**config.mk**
```make
export PLATFORM = sky130hd
export DESIGN_NAME = act_pipe
export DESIGN_NICKNAME = d
export VERILOG_FILES = /design/src/rtl/act_pkg.sv /design/src/rtl/act_rescale.sv /design/src/rtl/act_pipe.sv
export SDC_FILE = /design/constraint.sdc
export NUM_CORES = 1
export LEC_CHECK = 0
export ABC_AREA = 1
export CELL_PAD_IN_SITES_DETAIL_PLACEMENT = 1
export CELL_PAD_IN_SITES_GLOBAL_PLACEMENT = 1
export CORE_MARGIN = 8
export CORE_UTILIZATION = 25
export DETAILED_ROUTE_END_ITERATION = 8
export GPL_TIMING_DRIVEN = 0
export PLACE_DENSITY_LB_ADDON = 0.1
export SYNTH_ARGS = -nofsm -noshare
export SYNTH_HDL_FRONTEND = slang
export SYNTH_HIERARCHICAL = 1
export SYNTH_SLANG_ARGS = --single-unit
```
**constraint.sdc**
```tcl
create_clock -name clk -period 1.8 [get_ports clk]
set_input_delay 0.18 -clock clk [delete_from_list [all_inputs] [get_ports clk]]
set_output_delay 0.18 -clock clk [all_outputs]
set_load 0.1 [all_outputs]
```
**src/rtl/act_pkg.sv**
```systemverilog
// Shared types and constants for the multi-lane activation pipeline.
package act_pkg;

    typedef enum logic [1:0] {
        ACT_BYPASS = 2'd0,
        ACT_RELU   = 2'd1,
        ACT_LEAKY  = 2'd2,
        ACT_CLIP   = 2'd3
    } act_mode_e;

    localparam int SAT_CNT_W = 16;
    localparam logic [SAT_CNT_W-1:0] SAT_CNT_MAX = '1;

endpackage

```
**src/rtl/act_rescale.sv**
```systemverilog
// Single-lane Q-format conversion: round-half-up on right shift, saturate to N bits.
// Purely combinational; no handshake.
module act_rescale #(
    parameter int M      = 8,
    parameter int X_FRAC = 5,
    parameter int N      = 8,
    parameter int Y_FRAC = 5
) (
    input  logic [M-1:0] a_i,
    output logic [N-1:0] r_o,
    output logic         sat_o
);

    localparam int D   = X_FRAC - Y_FRAC;
    localparam int LSH = (D < 0) ? -D : 0;
    // Wide enough that neither the rounding add nor a left shift can wrap.
    localparam int W   = M + LSH + N + 2;
    localparam logic signed [W-1:0] MAX_V = {{(W-N+1){1'b0}}, {(N-1){1'b1}}};
    localparam logic signed [W-1:0] MIN_V = {{(W-N+1){1'b1}}, {(N-1){1'b0}}};

    logic signed [W-1:0] a_ext;
    logic signed [W-1:0] r_w;

    assign a_ext = W'($signed(a_i));

    generate
        if (D > 0) begin : g_rnd
            localparam logic signed [W-1:0] HALF = W'(1) <<< (D - 1);
            assign r_w = (a_ext + HALF) >>> D;
        end else begin : g_shl
            assign r_w = a_ext <<< LSH;
        end
    endgenerate

    always_comb begin
        r_o   = r_w[N-1:0];
        sat_o = 1'b0;
        if (r_w > MAX_V) begin
            r_o   = MAX_V[N-1:0];
            sat_o = 1'b1;
        end else if (r_w < MIN_V) begin
            r_o   = MIN_V[N-1:0];
            sat_o = 1'b1;
        end
    end

endmodule

```
**src/rtl/act_pipe.sv**
```systemverilog
// Multi-lane activation + Q-format conversion, 2-cycle latency, 1 beat/cycle.
// Backpressure: each stage loads when empty or draining; holds output stable while out_ready is low.
module act_pipe
    import act_pkg::*;
#(
    parameter int LANES      = 4,
    parameter int X_INT      = 3,
    parameter int X_FRAC     = 5,
    parameter int Y_INT      = 3,
    parameter int Y_FRAC     = 5,
    parameter int LEAK_SHIFT = 3,
    parameter int CLIP       = 'h20,
    localparam int M         = X_INT + X_FRAC,
    localparam int N         = Y_INT + Y_FRAC
) (
    input  logic                 clk,
    input  logic                 rst_n,
    input  logic                 in_valid,
    output logic                 in_ready,
    input  logic [1:0]           in_mode,
    input  logic [LANES*M-1:0]   in_data,
    output logic                 out_valid,
    input  logic                 out_ready,
    output logic [LANES*N-1:0]   out_data,
    output logic                 out_sat,
    input  logic                 sat_clr,
    output logic [SAT_CNT_W-1:0] sat_count
);

    localparam logic signed [M-1:0] CLIP_V = CLIP[M-1:0];

    function automatic logic [M-1:0] act_lane(input logic [M-1:0] x, input act_mode_e m);
        logic signed [M-1:0] xs;
        logic [M-1:0]        leak;
        xs   = $signed(x);
        leak = xs >>> LEAK_SHIFT;
        case (m)
            ACT_RELU:  act_lane = xs[M-1] ? '0 : x;
            ACT_LEAKY: act_lane = xs[M-1] ? leak : x;
            ACT_CLIP:  act_lane = xs[M-1] ? '0 : ((xs > CLIP_V) ? CLIP_V : x);
            default:   act_lane = x;
        endcase
    endfunction

    act_mode_e              mode_w;
    logic [LANES*M-1:0]     act_w;
    logic [LANES*N-1:0]     resc_w;
    logic [LANES-1:0]       lane_sat;
    logic                   s2_adv;

    logic                   s1_vld_q, s1_vld_d;
    logic [LANES*M-1:0]     s1_act_q, s1_act_d;
    logic                   s2_vld_q, s2_vld_d;
    logic [LANES*N-1:0]     s2_dat_q, s2_dat_d;
    logic                   s2_sat_q, s2_sat_d;
    logic [SAT_CNT_W-1:0]   sat_cnt_q, sat_cnt_d;

    assign mode_w = act_mode_e'(in_mode);

    always_comb begin
        act_w = '0;
        for (int i = 0; i < LANES; i++) begin
            act_w[i*M +: M] = act_lane(in_data[i*M +: M], mode_w);
        end
    end

    generate
        for (genvar g = 0; g < LANES; g++) begin : g_lane
            act_rescale #(
                .M      (M),
                .X_FRAC (X_FRAC),
                .N      (N),
                .Y_FRAC (Y_FRAC)
            ) u_rescale (
                .a_i   (s1_act_q[g*M +: M]),
                .r_o   (resc_w[g*N +: N]),
                .sat_o (lane_sat[g])
            );
        end
    endgenerate

    // in_ready depends on out_ready only, never on in_valid.
    assign s2_adv   = out_ready | ~s2_vld_q;
    assign in_ready = ~s1_vld_q | s2_adv;

    always_comb begin
        s1_vld_d  = s1_vld_q;
        s1_act_d  = s1_act_q;
        s2_vld_d  = s2_vld_q;
        s2_dat_d  = s2_dat_q;
        s2_sat_d  = s2_sat_q;
        sat_cnt_d = sat_cnt_q;

        if (in_ready) begin
            s1_vld_d = in_valid;
            if (in_valid) s1_act_d = act_w;
        end

        if (s2_adv) begin
            s2_vld_d = s1_vld_q;
            if (s1_vld_q) begin
                s2_dat_d = resc_w;
                s2_sat_d = |lane_sat;
            end
        end

        if (sat_clr) begin
            sat_cnt_d = '0;
        end else if (s2_vld_q && out_ready && s2_sat_q && (sat_cnt_q != SAT_CNT_MAX)) begin
            sat_cnt_d = sat_cnt_q + SAT_CNT_W'(1);
        end
    end

    always_ff @(posedge clk or negedge rst_n) begin
        if (!rst_n) begin
            s1_vld_q  <= 1'b0;
            s1_act_q  <= '0;
            s2_vld_q  <= 1'b0;
            s2_dat_q  <= '0;
            s2_sat_q  <= 1'b0;
            sat_cnt_q <= '0;
        end else begin
            s1_vld_q  <= s1_vld_d;
            s1_act_q  <= s1_act_d;
            s2_vld_q  <= s2_vld_d;
            s2_dat_q  <= s2_dat_d;
            s2_sat_q  <= s2_sat_d;
            sat_cnt_q <= sat_cnt_d;
        end
    end

    assign out_valid = s2_vld_q;
    assign out_data  = s2_dat_q;
    assign out_sat   = s2_sat_q;
    assign sat_count = sat_cnt_q;

endmodule

```
==> flow_summary.yaml, run 1 <==
clock_network:
  cts-buffers-inserted: 9
  tritoncts: "built"
  clockBufferDepth: 2
  clk_latency_ns: 0.35
  ctsHtreeMaxLevel: 3
  clock_sinks: 83
  root_buffer: "clkbuf_16"
  clk_pin_slew_ns: 0.07
timing:
  setup_slack_ns: 0.0390
  clock.fmax_ghz: 0.568
  skew_ns: 0.00792
  fin_crit_sh: 0.978
  max_slew_margin: 0.352
  tightest_slew_ns: 0.976
  finalSetupViolCount: 0
  drv_slew: 0
  hold_viol_final: 0
  fin_crit_ns: 1.76
global_routing:
  antenna_found_initial: 0
  grt_first_pass_wirelength_um: 25700
  grt_usage: 0.147
  grt_max_degree: 50
  grt_pass1_vias: 4819
  overflow: 0
detailed_routing:
  wirelength_um: 15900
  wire_per_inst_um: 16.4
  drcViolationCount: 0
  ant_nets: 0
  vias: 4426
  drt_first_pass_iters: 4
  drtIter0Drc: 219
  vias_per_cell: 4.56
logic_synthesis:
  synth.most_common_cell: "nand2_1"
  ys.flop_type: "dfrtp_1"
  yosys.area.top_type: "dfrtp_1"
  yosys.area.top_type_share: 0.464
  synth-seq-cells: 83
  netlist_top_cells_area: "dfrtp_1 (46%), nand2_1 (20%), a21oi_1 (4.7%), nor2_1 (4.2%), o21ai_0 (3.8%)"
  syn_avg_cell_area_sq_um: 7.13
  synth.net_count: 668
  yosysWarnings: 6
  synthTopCellsByCount: "nand2_1 (240), dfrtp_1 (83), nor2_1 (50)"
  syn_area_sq_um: 4480
  yosysUniqueCellTypes: 35
  yosysSeqAreaShare: 0.464
  synth_edf_count: 0
  synthCells: 628
  async_reset_ff_frac: 1.00
worst_setup_path:
  regToRegSetupSlack_ns: 0.13
  cp_slowest_cell: "clkdlybuf4s15_1"
  cp_max_fo: 2
  max_stage_delay_ns: 0.84
  crit_arrival_ns: 1.58
  start_kind: "flop"
  r2r-start: "sat_count[0]"
  crit_type: "reg2out"
  crit_path_end_kind: "primary output"
  required_ns: 1.62
  crit_chain: "clkdlybuf4s15_1"
  rr_worst_depth: 10
  critical_path.top_delay_family: "buffers and inverters"
  reg2reg_to: "sat_count[0]"
  crit_buf_inv: 1
finish:
  antennaDiodeCount: 0
  drive_above_1_share: 0.123
  areaGrowthSynthToFinish_pct: 35.8
  finalInstanceArea_sq_um: 6080
  final_util: 0.342
  final_cells: 971
  nets: 777
placed_design:
  place_area_sq_um: 5740
  portBuffers: 89
  globalplace.congestion: 0.793
  dp_cells: 947
  dp_hpwl_um: 11700
  place_ws_ns: -0.547
floorplanning:
  core_area_sq_um: 17800
  design.portCount: 90
  initial_utilization: 0.252
  rows: 49
  die-area_sq_um: 22500
  die_h_um: 150
  die_w_um: 150
power:
  leakage_nw: 2.88
  p_per_area_nw_per_um2: 1220
  combPwrFrac: 0.425
  p_int_mw: 3.87
  swShare: 0.479
  power.switching_mw: 3.55
  pwr-share-clk: 0.246
  irDropWorstVdd_v: 0.000592
  p_seq_frac: 0.328
worst_hold_path:
  hold_class: "in2async"
status:
  status: "finished clean"
flow_run:
  cap_viol_max_count: 0
==> metrics by stage <==
step                hold slack (ns)  total power [mW]  setup TNS [ns]
floorplan                    -0.116              4.83               0
global placement              0.464              5.77         -266.10
detailed placement            0.195              5.80          -16.90
CTS                           0.354              7.53               0
global route                  0.385              7.81        -0.00820
finish                        0.336              7.42               0
==> timing repair <==
action                                  4_1_cts  5_1_grt
hold buffers                                  1        0
endpoints found under the setup margin       94       62
pin swaps                                     1        2
gates resized for setup                      96       19
hold endpoints to repair                     34        0
buffers inserted                              2        5
==> registers in the layout (all words and copies together) (netlist names) <==
signal     cells
out_sat        1
out_data      32
sat_count     16
s1_act_q      32
out_valid      1
s1_vld_q       1
==> final cells by class <==
type	instances	area (sq um)
fillers	2190	11700
flip-flops and latches	83	2110
multi-input cells	453	2070
repair buffers	98	953
well taps	229	287
clock buffers	12	256
plain buffers	55	246
inverters	37	139
clock inverters	4	25.0
==> cells in the final DEF, fill, tap and decap left out, types with 2 or more instances in the layout <==
cell type,instances
a22oi_1,4
clkinv_1,2
dfrtp_2,15
dfrtp_1,65
clkbuf_1,40
dfrtp_4,3
nand2_1,239
nor2_4,5
conb_1,4
o21ai_1,2
clkbuf_2,10
clkinvlp_4,2
o21bai_1,4
xor2_1,3
a21oi_1,42
dlygate4sd2_1,22
o21ai_0,34
buf_2,2
clkdlybuf4s15_2,16
buf_4,13
a31oi_1,2
or2_2,2
inv_2,2
nand4_1,18
clkbuf_16,9
nor2_1,50
clkdlybuf4s15_1,9
inv_1,33
clkdlybuf4s50_1,36
clkinv_2,2
nand3_1,25
nand3b_1,2
nand2_2,2
buf_1,2
o31ai_1,4
o22ai_1,2
clkbuf_8,2
==> worst max path at each step <==
stage / startpoint / end / slack [ns] / cells after the start
finish: out_data[9] / out_data[9] / 0.04 / 1
global route: sat_count[1] / sat_count[13] / -0.008 / 9
CTS: out_data[10] / out_data[10] / 0.001 / 1
detailed placement: in_mode[1] / s1_act_q[21] / -0.55 / 6
global placement: rst_n / out_valid / -3.55 / 1
floorplan: sat_count[0] / sat_count[12] / 0.005 / 10
==> power groups by stage <==
stage	clock network, mW	registers (mW)	logic (mW)
2_1_floorplan	0	4.15	0.677
3_3_place_gp	0	2.47	3.30
3_5_place_dp	0	2.48	3.31
4_1_cts	1.90	2.45	3.19
5_1_grt	1.96	2.48	3.37
6_report	1.83	2.44	3.16
==> kinds of logic after synthesis <==
| kind of cell | count (synthesis) | share of synthesized area |
|---|---|---|
| fa+ha+maj | 1 | 0.00279 |
| compound gates | 96 | 0.116 |
| buf+inv | 92 | 0.0829 |
| other cells | 4 | 0.00335 |
| xor+xnor | 4 | 0.00782 |
| flops | 83 | 0.464 |
| simple gates | 348 | 0.323 |
==> layer usage <==
layer	global-route usage	up-vias	part of all wire	routed length, um
met1	0.179	2136	0.46	7360
met2	0.250	70	0.48	7630
met4	0.0580	0	0.016	254
li1	-	2205	-	-
met3	0.0299	15	0.040	628
met5	0	-	0	0
(Power assumes the default switching activity.)
==> run 2, diff against run 1 <==
--- a/config.mk
+++ b/config.mk
@@ -5,10 +5,10 @@
 export SDC_FILE = /design/constraint.sdc
 export NUM_CORES = 1
 export LEC_CHECK = 0
-export ABC_AREA = 1
+export ABC_AREA = 0
 export CELL_PAD_IN_SITES_DETAIL_PLACEMENT = 1
 export CELL_PAD_IN_SITES_GLOBAL_PLACEMENT = 1
-export CORE_MARGIN = 8
+export CORE_MARGIN = 4
 export CORE_UTILIZATION = 25
 export DETAILED_ROUTE_END_ITERATION = 8
 export GPL_TIMING_DRIVEN = 0
==> constraint.sdc (replaced) <==
create_clock -name clk -period 1.5 [get_ports clk]
set_input_delay 0.15 -clock clk [delete_from_list [all_inputs] [get_ports clk]]
set_output_delay 0.15 -clock clk [all_outputs]
set_load 0.1 [all_outputs]
==> run 2 against run 1 <==
Net effect: the run now ends with setup timing left; clock power grew 22%; cell area grew 6.5%; non-clock buffer count grew 19; sequential share of layout area shrank 1.6 points; sequential power grew 14%; combinational power grew 3%; critical path depth grew 4; clock skew is essentially flat; clock-buffer cell count shrank 1; critical endpoint is now sat_count[10]; largest cell class is now multi-input gates; highest routed layer unchanged.
==> flow_summary.yaml, run 2 <==
status:
  status: "complete, but fails checks"
  violations: "setup timing"
placed_design:
  dp_hpwl_um: 9830
  portBuffers: 88
  globalplace.congestion: 0.818
  dp_cells: 770
logic_synthesis:
  synth_edf_count: 0
  yosysUniqueCellTypes: 41
  yosys.area.top_type_share: 0.483
  synthCells: 461
  yosysWarnings: 6
  ys.flop_type: "dfrtp_1"
  syn_avg_cell_area_sq_um: 9.32
  synth.most_common_cell: "dfrtp_1"
  syn_area_sq_um: 4300
  synth.net_count: 501
  yosysSeqAreaShare: 0.483
  async_reset_ff_frac: 1.00
  synth-seq-cells: 83
  synthTopCellsByCount: "dfrtp_1 (83), clkbuf_1 (56), nand2_1 (42)"
  yosys.area.top_type: "dfrtp_1"
  netlist_top_cells_area: "dfrtp_1 (48%), mux2_2 (9.7%), clkbuf_1 (4.9%), o21ai_0 (4.0%), nand2_1 (3.7%)"
worst_setup_path:
  crit_arrival_ns: 2.09
  required_ns: 1.77
  max_stage_delay_ns: 0.53
  start_kind: "flop"
  r2r-start: "sat_count[1]"
  reg2reg_to: "sat_count[10]"
  regToRegSetupSlack_ns: -0.32
  cp_max_fo: 7
  crit_path_end_kind: "flop"
  critical_path.startpoint: "sat_count[1]"
  cp_slowest_cell: "or4_4"
  critPathCapture: "sat_count[10]"
  crit_type: "reg2reg"
  crit_chain: "ha_4, nand2_4, or3_4, or4_4, a21oi_2"
  rr_worst_depth: 5
finish:
  seq_area_sq_um: 2140
  nets: 622
  layout.cells.most_common: "dfrtp_1"
  final_cells: 807
  n_fill_cell: 1870
  antennaDiodeCount: 0
  multi_input_area_sq_um: 2300
  final_util: 0.388
  drive_above_1_share: 0.356
  areaGrowthSynthToFinish_pct: 50.7
  mostFrequentLayoutCells: "dfrtp_1 (65), clkbuf_1 (43), nand2_1 (39)"
timing:
  tns_ns: -3.10
  finalSetupViolCount: 22
  hold_viol_final: 0
  fin_crit_sh: 1.21
  setup_slack_ns: -0.315
  grt_setup_unrepaired: "yes"
  tightest_slew_ns: 0.585
  hold_ws_ns: 0.338
  fin_crit_ns: 1.82
  drv_slew: 0
  max_slew_margin: 0.612
  clock.fmax_ghz: 0.551
  skew_ns: 0.00765
global_routing:
  overflow: 0
  grt_pass1_vias: 4143
  grt_first_pass_wirelength_um: 22000
  grt_usage: 0.142
  antenna_found_initial: 0
  grt_max_degree: 45
clock_network:
  clk_latency_ns: 0.35
  clk_pin_slew_ns: 0.07
  ctsHtreeMaxLevel: 3
  clock_sinks: 83
  cts-buffers-inserted: 9
  tritoncts: "built"
  root_buffer: "clkbuf_16"
  clockBufferDepth: 2
detailed_routing:
  wire_per_inst_um: 17.1
  vias_per_cell: 4.79
  vias: 3865
  ant_nets: 0
  drcViolationCount: 0
  wirelength_um: 13800
  drt_first_pass_iters: 4
  drtIter0Drc: 64
floorplanning:
  core_area_sq_um: 16700
  die_w_um: 139
  rows: 47
  die-area_sq_um: 19300
  design.portCount: 90
  initial_utilization: 0.257
  die_h_um: 139
power:
  power.total_mw: 8.30
  leakage_nw: 2.61
  irDropWorstVdd_v: 0.000695
  p_per_area_nw_per_um2: 1280
flow_run:
  cap_viol_max_count: 0
worst_hold_path:
  hold_class: "in2async"
[run 2: how the worst min path moves through the flow]
stage	startpoint	to	depth (start not counted)
2_1_floorplan	rst_n	out_data[0]	0
3_3_place_gp	s1_act_q[28]	s1_act_q[28]	1
3_5_place_dp	rst_n	out_data[27]	1
4_1_cts	rst_n	sat_count[8]	2
5_1_grt	rst_n	sat_count[8]	2
6_report	rst_n	sat_count[7]	2
[run 2: kinds of logic after synthesis]
| family | synth area share |
|---|---|
| buffers and inverters | 0.0679 |
| muxes | 0.0970 |
| DFF | 0.483 |
| other | 0.00349 |
| and+or+nand+nor | 0.181 |
| AOI/OAI and AO/OA | 0.164 |
| adders and majority gates | 0.00291 |
[run 2: critical path: cells and delay by family, from the launching register on]
family / cells / cell delay, ns
DFF: 1 / 0.44
adders and majority gates: 1 / 0.16
and+or+nand+nor: 3 / 0.99
AOI/OAI and AO/OA: 1 / 0.14
[run 2: final cells by class]
type	count	area share
multi-input cells	305	0.355
flip-flops and latches	83	0.330
repair buffers	111	0.170
plain buffers	61	0.0520
well taps	220	0.0425
clock buffers	11	0.0359
clock inverters	5	0.00850
inverters	11	0.00638
[run 2: timing repair]
item	CTS	global route
hold buffers	1	0
gates resized for setup	226	66
gates cloned	1	1
hold endpoints to repair	39	0
buffers inserted	12	8
setup endpoints to repair	98	55
pin swaps	18	16
[run 2: power breakdown]
| group | switching [mW] | internal (mW) | total [mW] |
|---|---|---|---|
| clock network | 0.957 | 1.29 | 2.24 |
| registers | 0.193 | 2.60 | 2.79 |
| logic | 2.37 | 0.902 | 3.27 |
[run 2: per-layer routing]
metal  wire length, um  GRT usage  vias to the layer above
li1                  -          -                     1862
met1              6410      0.176                     1929
met2              6710      0.247                       61
met3               486     0.0359                       13
met4               162     0.0386                        0
met5                 0          0                        -
[run 2: per-stage QoR]
step / instance area (sq um) / setup WS [ns]
3_5_place_dp: 5650 / -0.730
3_3_place_gp: 5620 / -3.74
2_1_floorplan: 4470 / -0.903
6_report: 6480 / -0.315
5_1_grt: 6480 / -0.339
4_1_cts: 6180 / -0.314
